--- src/rtl/div_pkg.sv ---
// Shared types and sizing helpers for the sequential restoring divider.
//   state_t    : sequencer states
//   DEF_WIDTH  : default operand / quotient width
//   DEF_FRAC   : default fractional bit count
//   ni_of      : iteration count (dividend width) for a given WIDTH/FRAC
//   cnt_w_of   : iteration counter width for a given iteration count
package div_pkg;

  typedef enum logic [1:0] {
    IDLE = 2'd0,
    ITER = 2'd1,
    DONE = 2'd2
  } state_t;

  localparam int unsigned DEF_WIDTH = 8;
  localparam int unsigned DEF_FRAC  = 4;

  // Dividend is n<<FRAC, so one iteration per dividend bit.
  function automatic int unsigned ni_of(input int unsigned width, input int unsigned frac);
    return width + frac;
  endfunction

  function automatic int unsigned cnt_w_of(input int unsigned ni);
    return (ni <= 1) ? 1 : $clog2(ni);
  endfunction

endpackage

--- src/rtl/restoring_div_step.sv ---
// One combinational restoring-division iteration.
//   rem        : partial remainder entering the iteration (always < divisor)
//   d          : divisor
//   dbit       : next dividend bit, shifted into the remainder LSB
//   rem_next_c : partial remainder leaving the iteration
//   q_bit_c    : quotient bit produced by this iteration
module restoring_div_step
  import div_pkg::*;
#(
  parameter int unsigned WIDTH = DEF_WIDTH
) (
  input  logic [WIDTH-1:0] rem,
  input  logic [WIDTH-1:0] d,
  input  logic             dbit,
  output logic [WIDTH-1:0] rem_next_c,
  output logic             q_bit_c
);

  logic [WIDTH:0] shifted;

  assign shifted = {rem, dbit};

  // Subtract succeeds when the shifted remainder reaches the divisor. The
  // difference is then < d, so only the low WIDTH bits are ever significant.
  assign q_bit_c    = (shifted >= {1'b0, d});
  assign rem_next_c = q_bit_c ? (shifted[WIDTH-1:0] - d) : shifted[WIDTH-1:0];

endmodule

--- src/rtl/restoring_div_seq.sv ---
// Multi-cycle unsigned fixed-point restoring divider, one quotient bit per clock.
//   clk, rst : rising-edge clock, asynchronous active-high reset
//   start    : request strobe, sampled only in IDLE
//   n, d     : numerator / denominator, Q(WIDTH-FRAC).FRAC, captured on acceptance
//   busy     : operation in progress (acceptance through last iteration)
//   done     : one-cycle pulse when results become valid
//   q        : quotient (truncated, saturated on overflow / divide-by-zero)
//   rem      : final partial remainder of (n<<FRAC)/d
//   ovf, dbz : quotient overflow / zero divisor flags
module restoring_div_seq
  import div_pkg::*;
#(
  parameter int unsigned WIDTH = DEF_WIDTH,
  parameter int unsigned FRAC  = DEF_FRAC
) (
  input  logic             clk,
  input  logic             rst,
  input  logic             start,
  input  logic [WIDTH-1:0] n,
  input  logic [WIDTH-1:0] d,
  output logic             busy,
  output logic             done,
  output logic [WIDTH-1:0] q,
  output logic [WIDTH-1:0] rem,
  output logic             ovf,
  output logic             dbz
);

  localparam int unsigned NI    = ni_of(WIDTH, FRAC);
  localparam int unsigned CNT_W = cnt_w_of(NI);
  localparam logic [WIDTH-1:0] Q_SAT = '1;

  state_t           state;
  logic [CNT_W-1:0] cnt;
  logic [WIDTH-1:0] part;
  logic [WIDTH-1:0] d_r;
  logic [NI-1:0]    dvd;
  logic [NI-1:0]    qf;

  logic [WIDTH-1:0] part_next_c;
  logic             q_bit_c;
  logic [NI-1:0]    qf_next_c;

  // Shared shift/subtract/restore datapath; dividend consumed MSB first.
  restoring_div_step #(
    .WIDTH (WIDTH)
  ) u_step (
    .rem        (part),
    .d          (d_r),
    .dbit       (dvd[NI-1]),
    .rem_next_c (part_next_c),
    .q_bit_c    (q_bit_c)
  );

  assign qf_next_c = {qf[NI-2:0], q_bit_c};

  // Sequencer, operand registers and result registers.
  always_ff @(posedge clk or posedge rst) begin
    if (rst) begin
      state <= IDLE;
      cnt   <= '0;
      part  <= '0;
      d_r   <= '0;
      dvd   <= '0;
      qf    <= '0;
      busy  <= 1'b0;
      done  <= 1'b0;
      q     <= '0;
      rem   <= '0;
      ovf   <= 1'b0;
      dbz   <= 1'b0;
    end else begin
      case (state)
        IDLE: begin
          if (start) begin
            d_r  <= d;
            dvd  <= NI'(n) << FRAC;
            part <= '0;
            qf   <= '0;
            cnt  <= '0;
            ovf  <= 1'b0;
            dbz  <= 1'b0;
            if (d == '0) begin
              // No iterations needed: report saturation immediately.
              q     <= Q_SAT;
              rem   <= '0;
              dbz   <= 1'b1;
              done  <= 1'b1;
              state <= DONE;
            end else begin
              busy  <= 1'b1;
              state <= ITER;
            end
          end
        end

        ITER: begin
          part <= part_next_c;
          qf   <= qf_next_c;
          dvd  <= {dvd[NI-2:0], 1'b0};
          cnt  <= cnt + CNT_W'(1);
          if (cnt == CNT_W'(NI - 1)) begin
            busy  <= 1'b0;
            done  <= 1'b1;
            rem   <= part_next_c;
            state <= DONE;
            // Any quotient bit above WIDTH means the integer part overflowed.
            if (|qf_next_c[NI-1:WIDTH]) begin
              q   <= Q_SAT;
              ovf <= 1'b1;
            end else begin
              q   <= qf_next_c[WIDTH-1:0];
            end
          end
        end

        DONE: begin
          done  <= 1'b0;
          state <= IDLE;
        end

        default: begin
          busy  <= 1'b0;
          done  <= 1'b0;
          state <= IDLE;
        end
      endcase
    end
  end

endmodule
--- config.mk ---
export PLATFORM = sky130hd
export DESIGN_NAME = restoring_div_seq
export DESIGN_NICKNAME = d
export VERILOG_FILES = /design/src/rtl/div_pkg.sv /design/src/rtl/restoring_div_step.sv /design/src/rtl/restoring_div_seq.sv
export SDC_FILE = /design/constraint.sdc
export NUM_CORES = 1
export LEC_CHECK = 0
export ABC_CLOCK_PERIOD_IN_PS = 2800
export CELL_PAD_IN_SITES_DETAIL_PLACEMENT = 1
export CELL_PAD_IN_SITES_GLOBAL_PLACEMENT = 2
export CORE_MARGIN = 3
export CORE_UTILIZATION = 34
export CTS_CLUSTER_DIAMETER = 120
export CTS_CLUSTER_SIZE = 12
export DETAILED_ROUTE_END_ITERATION = 6
export MAX_ROUTING_LAYER = met4
export PLACE_DENSITY_LB_ADDON = 0.3
export SYNTH_ARGS = -nofsm -noshare
export SYNTH_HDL_FRONTEND = slang
export SYNTH_SLANG_ARGS = --single-unit
--- constraint.sdc ---
create_clock -name clk -period 2.8 [get_ports clk]
set_input_delay 0.42 -clock clk [delete_from_list [all_inputs] [get_ports clk]]
set_output_delay 0.42 -clock clk [all_outputs]
set_load 0.01 [all_outputs]
==> impl_metrics.toml <==
[yosys]
synth_cell_types = 50
ys.flop_type = "dfrtp_1"
async_reset_ff_frac = 1.00
seq_area_frac_synth = 0.512
syn_inst = 319
synthSimpleGateAreaFrac = 0.208
synth_fa_ha_area_frac = 0.0444
ys_top_cells_by_area = "dfrtp_1 (51%), nand2_1 (6.2%), o21ai_0 (5.4%), nor2_1 (4.5%), ha_1 (3.8%)"
synth_compound_area_frac = 0.164
synth.largest_area_cell = "dfrtp_1"
synth_nets = 348
ys_seq_elements = 61
synthXorXnorAreaFrac = 0.00881
synth_edf_count = 0
yosysTopAreaCellShare = 0.512
yosysWarnings = 0
synth_top_family_by_area = "simple AND/OR/NAND/NOR gates"
netlist_area_mm2 = 0.00298
avgSynthCellArea_um2 = 9.35
synth.area.mux_share = 0.0176

[floorplan]
die_x_um = 99.7
dieHeight_um = 99.7
coreArea_mm2 = 0.00838
ios = 39
initial_utilization = 0.356
die_area_mm2 = 0.00994
num_rows = 33

[clock_network]
root_buffer = "clkbuf_8"
clockBufferDepth = 2
cts_setup_buffers = 0
htreeDepth = 3
holdBufCountCts = 0
post_cts_resized = 0
clk_latency_ns = 0.33
cts.sinks = 61
clk_pin_slew_ns = 0.07
cts_buffers = 9
cts_tree = "done"

[critical_path]
critPathArrivalTime_ns = 2.41
start_kind = "flop"
worst-endpoint-required_ns = 3.01
path_max_fanout = 19
r2r-end = "part[6]"
crit-reg2reg-launch = "part[5]"
rrSetupSlack_ns = 0.59
end_kind = "flop"
path_class = "flop to flop"
rr_worst_depth = 7

[run]
cap_violations = 0

[power_and_ir_drop]
swShare = 0.420
ir_worst_vdd_uv = 609
power.leakage_nw = 1.58
seq_power_share = 0.331
p_per_area_mw_per_mm2 = 1310
clkPwrFrac = 0.144
p_comb_frac = 0.525
intPower_mw = 2.77
switching_power_mw = 2.01

[sta]
final_hold_viol_count = 0
finalWorstPathRequiredPeriod_ns = 2.21
layout_setup_ws_ns = 0.594
fin_setup_tns_ns = 0
finalCritPeriodShare = 0.788
holdWs_ns = 0.463
maxSlewViolCount = 0
finalSetupViolCount = 0
rsz0062_at_grt = "no"
fin_skew_ns = 0.0117
clock.fmax_mhz = 453
max_slew_margin = 0.628
tightest_slew_ns = 0.553

[global_routing]
grt_pass1_wl_um = 12300
grt_usage = 0.160
antenna_found_initial = 0
grt_pass1_vias = 2449
grt_max_degree = 62
overflow = 0

[placed_design]
hpwl_um = 5190
port_buffers = 38
routabilityCongestion = 0.800
place_ws_ns = 0.382

[cells_and_area]
fillers = 988
syn2layout_area_growth_pct = 22.0
num_antenna_cells = 0
final_nets = 389
drive_gt1_frac = 0.0937

[detailed_routing]
post_drt_wl_per_cell_um = 15.5
routed_wl_um = 7260
routed-via-count = 2425
drt-pass1-iter-count = 4
drc = 0
drt_iter0_markers = 64
via_per_inst = 5.18
postRouteAntennaNets = 0

[status]
status = "finished clean"

[min_path]
hold_path_class = "primary input to asynchronous set/reset pin"
[logic make-up (layout without fill, tap and decap cells)]
logic type	Yosys count	count (layout)
xor gates and xnor gates	3	3
buffers and inverters	29	73
adders and majority gates	10	10
DFF	61	61
muxes	5	5
and+or+nand+nor	135	135
AOI/OAI and AO/OA	76	76
[power by group through the flow]
| stage | logic (mW) | registers, mW | clock network [mW] |
|---|---|---|---|
| 5_1_grt | 2.84 | 1.65 | 0.749 |
| 6_report | 2.51 | 1.58 | 0.687 |
| 3_3_place_gp | 2.48 | 1.59 | 0 |
| 3_5_place_dp | 2.55 | 1.60 | 0 |
| 4_1_cts | 2.55 | 1.59 | 0.711 |
| 2_1_floorplan | 1.77 | 1.59 | 0 |
[cell type report]
type | count | area, um2 | area share
sequential | 61 | 1530 | 0.419
multi-input combinational | 229 | 1320 | 0.363
timing repair buffer | 45 | 445 | 0.122
clock buffer | 12 | 155 | 0.0426
tap | 105 | 131 | 0.0361
inverter | 14 | 52.6 | 0.0144
clock inverter | 2 | 10.0 | 0.00275
[synth_stat cells (4+ instances only)]
| library cell | instances |
|---|---|
| dfrtp_1 | 61 |
| nand2_1 | 49 |
| nor2_1 | 36 |
| o21ai_0 | 32 |
| nand3_1 | 15 |
| inv_1 | 13 |
| ha_1 | 9 |
| nor3_1 | 9 |
| o22ai_1 | 9 |
| buf_2 | 8 |
| a21oi_1 | 7 |
| nor2b_1 | 6 |
| a31oi_1 | 5 |
| clkbuf_1 | 4 |
| o31ai_1 | 4 |
[sequential cells by signal (all words and copies together), names as in the netlist, 2 cells and up]
name / flops
qf: 11
rem: 8
d_r: 8
part: 8
dvd: 8
q: 8
state: 2
cnt: 4
[cell usage in the layout, fill, tap and decap left out, types with 3 or more instances in the layout]
cell type        instances
nor3_1                   9
and3_1                   3
a21oi_1                  7
a21oi_2                  3
clkdlybuf4s50_1         38
a31oi_1                  5
nand2_1                 49
clkbuf_8                11
ha_1                     9
xnor2_1                  3
dfrtp_1                 61
o31ai_1                  4
inv_1                   12
o22ai_1                  9
mux2i_1                  3
nand3_1                 15
nor4_1                   3
nor2b_1                  6
buf_4                    6
nor2_1                  36
nand2b_1                 3
o21ai_0                 32
[stage by stage]
stage | cells | utilization | cell area (um2) | power (mW)
floorplan | 319 | - | 2980 | 3.36
finish | 468 | 0.434 | 3640 | 4.78
CTS | 468 | 0.434 | 3640 | 4.86
detailed placement | 454 | 0.415 | 3480 | 4.15
global route | 468 | 0.434 | 3640 | 5.24
global placement | 454 | 0.415 | 3480 | 4.07
[metal layers]
metal  vias to the layer above  wire length (um)  track usage
met1                      1191              3540        0.213
met5                         -                 0            -
li1                       1193                 -            -
met4                         0                75       0.0567
met3                         6               194       0.0252
met2                        35              3450        0.247
[worst max path at each step]
stage / from / end / slack (ns) / depth (start not counted)
final: part[5] / part[6] / 0.59 / 7
after detailed placement: d[0] / rem[6] / 0.38 / 6
after CTS: part[5] / part[6] / 0.58 / 7
after global routing: part[5] / part[4] / 0.44 / 7
after floorplan: d_r[0] / part[6] / 0.85 / 7
after global placement: d[0] / rem[6] / 0.43 / 6
[critical path, cell delays in order, from the launching register on]
cell and delay (ns):
dfrtp_1 0.41, ha_1 0.39, a21oi_2 0.26, o221ai_2 0.13
a21oi_2 0.20, buf_4 0.29, a31oi_1 0.10, a211o_1 0.30
(Power assumes the default switching activity.)
==> variant 1: new RTL, same settings <==
Change the package constant `DEF_WIDTH` from 8 to 12.
--- a/src/rtl/div_pkg.sv
+++ b/src/rtl/div_pkg.sv
@@ -14,3 +14,3 @@
 
-  localparam int unsigned DEF_WIDTH = 8;
+  localparam int unsigned DEF_WIDTH = 12;
   localparam int unsigned DEF_FRAC  = 4;
Ports: changed (resized d, n, q and rem); port bits go from 39 to 55. No check against the original RTL was run, so the function may have changed too.
==> variant 1 against the original RTL <==
  * Die area is 38% higher
  * Routed wire length is 61% higher
  * Global-route usage is 3.1 points higher
  * Sequential cell count is 24 higher
  * Critical path depth is 1 higher
  * Worst setup slack worse by 0.37 ns
  * Clock skew is 0.0067 ns lower
  * Area after synthesis is 41% higher
  * Core utilization is 1.8 points higher
  * Cell area is 46% higher
  * Total power is 57% higher
  * Critical path type unchanged
==> variant 1: results (changes against the original RTL) <==
metric	value	unit	change
mux cell area share after synthesis	2.919	%	+1.2 points
syn nets	501		+44%
root buffer cell	clkbuf_16		
post-synthesis sequential area ratio	50.64	%	-0.51 points
GP Congestion	0.8278		+3.5%
worst vdd ir	0.4268	mV	-30%
status	completed		
vias	3533		+46%
dpl ws	0.05346	ns	-0.3288 ns
Global Route Usage Sum	19.05	%	+3.1 points
slew margin rel.	51.89	%	-11 points
final non-filler cell total	691		+48%
crit-path max FO	4		-15
synth cell count leaders	nand2_1, dfrtp_1, nor2_1, o21ai_0, a21oi_1		
Fin Hold WS	0.4303	ns	-0.03221 ns
Routed WL per cell	16.93	um	+9.2%
largest net degree at the start of global routing	58		-6.5%
Arrival @ worst endpoint	2.80	ns	+0.39 ns
Clock Skew	0.005018	ns	-0.006673 ns
complex-gate fraction of the synthesized area	16.68	%	+0.33 points
Final min period	2.572	ns	+0.3658 ns
worst reg-to-reg setup slack	0.23	ns	-0.37 ns
CP max-delay cell	dfrtp_1		
global-route wire length before repair	19470	um	+59%
Layout Nets	563		+45%
PortBufs	54		+42%
dpl hpwl	8431	um	+62%
leakage	2.375	nW	+50%
fraction of layout cells with a size suffix above 1	9.108	%	-0.26 points
vias in the first global route	3738		+53%
placed instance count	674		+48%
xor-xnor portion of the synthesized cell area	1.460	%	+0.58 points
Adder-Cell Fraction of Synth Area	4.349	%	-0.095 points
largest stage delay on the critical path	0.39	ns	-0.02 ns
top cells by area, synth	dfrtp_1, nand2_1, o21ai_0, nor2_1, ha_1		
Crit path max-delay family	adder cells		
cells after synthesis	460		+44%
Distinct cells, synth	52		+4.0%
max FFs per register	15		+4
initial DRC count	172		+170%
## variant 1: stage by stage
step,cell area (um2),power (mW)
after floorplan,4200,4.892
after global placement,5024,6.241
after detailed placement,5024,6.378
after CTS,5301,7.566
after global routing,5321,8.248
final,5321,7.528
## variant 1: kinds of logic (layout without fill, tap and decap cells)
kind of cell / after synthesis / count (layout)
AO/OA/AOI/OAI: 110 / 110
XOR/XNOR: 7 / 7
adder cells (fa/ha/maj): 14 / 14
buffers and inverters: 41 / 108
flip-flops: 85 / 85
multiplexers: 11 / 11
AND/OR/NAND/NOR: 192 / 192
## variant 1: worst paths after layout
| check | from | cells past startpoint | endpoint |
|---|---|---|---|
| min reg2reg | dvd[15]$_DFFE_PP0P_ | 2 | dvd[15]$_DFFE_PP0P_ |
| max | d_r[0]$_DFFE_PP0P_ | 8 | rem[6]$_DFFE_PP0P_ |
| max reg2reg | d_r[0]$_DFFE_PP0P_ | 8 | rem[6]$_DFFE_PP0P_ |
| max in group asynchronous | rst | 3 | part[7]$_DFFE_PP0P_ |
| min | rst | 2 | dvd[6]$_DFFE_PP0P_ |
| min in group clk | dvd[15]$_DFFE_PP0P_ | 2 | dvd[15]$_DFFE_PP0P_ |
## variant 1: worst register-to-register path, delay by kind of cell, from the launching register on
family                     cells  cell delay [ns]
adders and majority gates      2             0.62
DFF                            1             0.39
AOI/OAI and AO/OA              2             0.53
and+or+nand+nor                2             0.43
muxes                          2             0.49
## variant 1: cell type report
type	instances	area [um2]
multi-input combinational	334	1918
sequential	85	2127
timing repair buffer	73	720.7
clock buffer	12	246.5
fill	1363	6439
inverter	19	72.57
clock inverter	4	31.28
tap	164	205.2
## variant 1: metal layers
| layer | share of wire [%] | track usage, % | vias up |
|---|---|---|---|
| met5 | 0 | - | - |
| met4 | 2.2 | 7.110 | 0 |
| met3 | 3.0 | 3.599 | 18 |
| met2 | 46 | 28.66 | 56 |
| met1 | 49 | 25.62 | 1750 |
| li1 | - | - | 1709 |
## variant 1: report_power, final
part,internal (mW),switching [mW],total [mW]
combinational,1.82,2.33,4.15
clock,0.633,0.504,1.14
sequential,1.83,0.411,2.24
==> variant 2: new RTL, config.mk and constraints unchanged <==
Made on the original files. Put one more register stage on the output `ovf`, with the module's reset. The value now appears one clock later. The other outputs are not delayed to match.
--- a/src/rtl/restoring_div_seq.sv
+++ b/src/rtl/restoring_div_seq.sv
@@ -31,2 +31,4 @@
   localparam logic [WIDTH-1:0] Q_SAT = '1;
+
+  logic ovf_s0;
 
@@ -69,3 +71,3 @@
       rem   <= '0;
-      ovf   <= 1'b0;
+      ovf_s0 <= 1'b0;
       dbz   <= 1'b0;
@@ -80,3 +82,3 @@
             cnt  <= '0;
-            ovf  <= 1'b0;
+            ovf_s0 <= 1'b0;
             dbz  <= 1'b0;
@@ -109,3 +111,3 @@
               q   <= Q_SAT;
-              ovf <= 1'b1;
+              ovf_s0 <= 1'b1;
             end else begin
@@ -130,2 +132,10 @@
 
+  always_ff @(posedge clk or posedge rst) begin
+    if (rst) begin
+      ovf <= '0;
+    end else begin
+      ovf <= ovf_s0;
+    end
+  end
+
 endmodule
Check against the original RTL: no difference found for any inputs over 10 cycles, from zero or initial values and one cycle with rst high; that may be too few to reach the edited logic, so the function may still have changed.
==> variant 2 against the original RTL <==
  * Cell area rose by 1.7%
  * Die area up 0.78%
  * Routed wire length rose by 3.7%
  * Area after synthesis up 0.84%
  * Worst setup slack got worse by 0.10 ns
  * Sequential cell count grew 1
  * Total power rose by 2.3%
  * Global-route usage is 0.50 points higher
  * Fmax is 4.5% lower
  * Sequential share of layout area hardly changed
  * Critical path type unchanged
  * Critical endpoint is now part[0]$_DFFE_PP0P_
  * Largest cell class unchanged
==> variant 2: results (changes against the original RTL) <==
metric	value	unit	change
Clock Skew	0.008784	ns	-0.002907 ns
DR vias/cell	5.184		about the same
worst reg-to-reg setup slack	0.49	ns	-0.10 ns
crit-path max FO	11		-8
largest net degree at the start of global routing	42		-32%
xor-xnor portion of the synthesized cell area	0.8732	%	-0.0073 points
post-synthesis sequential area ratio	51.56	%	+0.41 points
end of the critical path	part[0]$_DFFE_PP0P_		
Clock buf/inv share	5.304	%	+0.77 points
worst vdd ir	0.3953	mV	-35%
Arrival @ worst endpoint	2.56	ns	+0.15 ns
comb_multi_in	228		-0.44%
GP Congestion	0.7368		-7.9%
non-clk buf share	12.23	%	about the same
global-route wire length before repair	12650	um	+3.2%
inverter count	15		+1
largest stage delay on the critical path	0.46	ns	+0.05 ns
HP Class	reg -> reg		
Clock Latency Late Sink	0.33	ns	about the same
initial DRC count	63		-1.6%
dpl hpwl	5444	um	+4.8%
synth cell count leaders	dfrtp_1, nand2_1, o21ai_0, nor2_1, nand3_1		
multi-input combinational area share	35.51	%	-0.75 points
leakage	1.639	nW	+3.5%
Worst Tran Pin Value	0.5939	ns	+0.04137 ns
status	completed		
Fillers	996		+0.81%
sequential cell area share	41.89	%	about the same
Layout Nets	391		+0.51%
syn nets	350		+0.57%
mux cell area share after synthesis	1.746	%	-0.015 points
fraction of layout cells with a size suffix above 1	10.35	%	+0.99 points
bufs w/o clock	46		+2.2%
H-tree depth reported by CTS	3		unchanged
clock net sink count	62		+1.6%
vias in the first global route	2552		+4.2%
Distinct cells, synth	45		-10%
Reg2Reg Depth	6		-1
top cells by area, synth	dfrtp_1, nand2_1, o21ai_0, ha_1, nor2_1		
Routed WL per cell	15.94	um	+2.8%
Global Route Usage Sum	16.46	%	+0.50 points
Adder-Cell Fraction of Synth Area	4.407	%	-0.037 points
CP max-delay cell	a21oi_2		
complex-gate fraction of the synthesized area	17.38	%	+1.0 points
-- variant 2: cell count changes after synthesis, moves of 2 or more --
cell / unedited run / this run
nor4_2: 0 / 2
nor3_1: 9 / 2
nor2_1: 36 / 22
o21ai_0: 32 / 39
nor4_1: 3 / 1
nand2_1: 49 / 62
-- variant 2: worst min path at each step --
stage / startpoint / endpoint / slack (ns)
floorplan: ovf_s0$_DFFE_PP0P_ / ovf$_DFF_PP0_ / 0.37
global placement: ovf_s0$_DFFE_PP0P_ / ovf$_DFF_PP0_ / 0.39
detailed placement: ovf_s0$_DFFE_PP0P_ / ovf$_DFF_PP0_ / 0.40
CTS: ovf_s0$_DFFE_PP0P_ / ovf$_DFF_PP0_ / 0.42
global route: ovf_s0$_DFFE_PP0P_ / ovf$_DFF_PP0_ / 0.44
finish: ovf_s0$_DFFE_PP0P_ / ovf$_DFF_PP0_ / 0.42
-- variant 2: stage by stage --
step | cells | setup WS [ns] | cell area (um2) | util (%) | hold WS (ns)
floorplan | 321 | 0.8386 | 3009 | - | 0.3748
global placement | 456 | 0.4497 | 3507 | 41.64 | 0.3890
detailed placement | 456 | 0.4499 | 3507 | 41.64 | 0.4042
CTS | 472 | 0.4555 | 3704 | 43.97 | 0.4239
global route | 472 | 0.3262 | 3704 | 43.97 | 0.4388
finish | 472 | 0.4900 | 3704 | 43.97 | 0.4200
-- variant 2: routing by layer --
metal	track usage (%)	share of wire, %	vias up	routed length (um)
met5	-	0	-	0
met4	3.109	0.48	0	36
met3	4.587	4.4	5	334
met2	25.96	46	44	3498
met1	21.53	49	1203	3653
li1	-	-	1195	-
-- variant 2: power by group --
part | total (mW) | switching, mW | internal (mW)
clock network | 0.783 | 0.371 | 0.412
registers | 1.60 | 0.280 | 1.32
logic | 2.51 | 1.40 | 1.11
total | 4.89 | 2.05 | 2.84
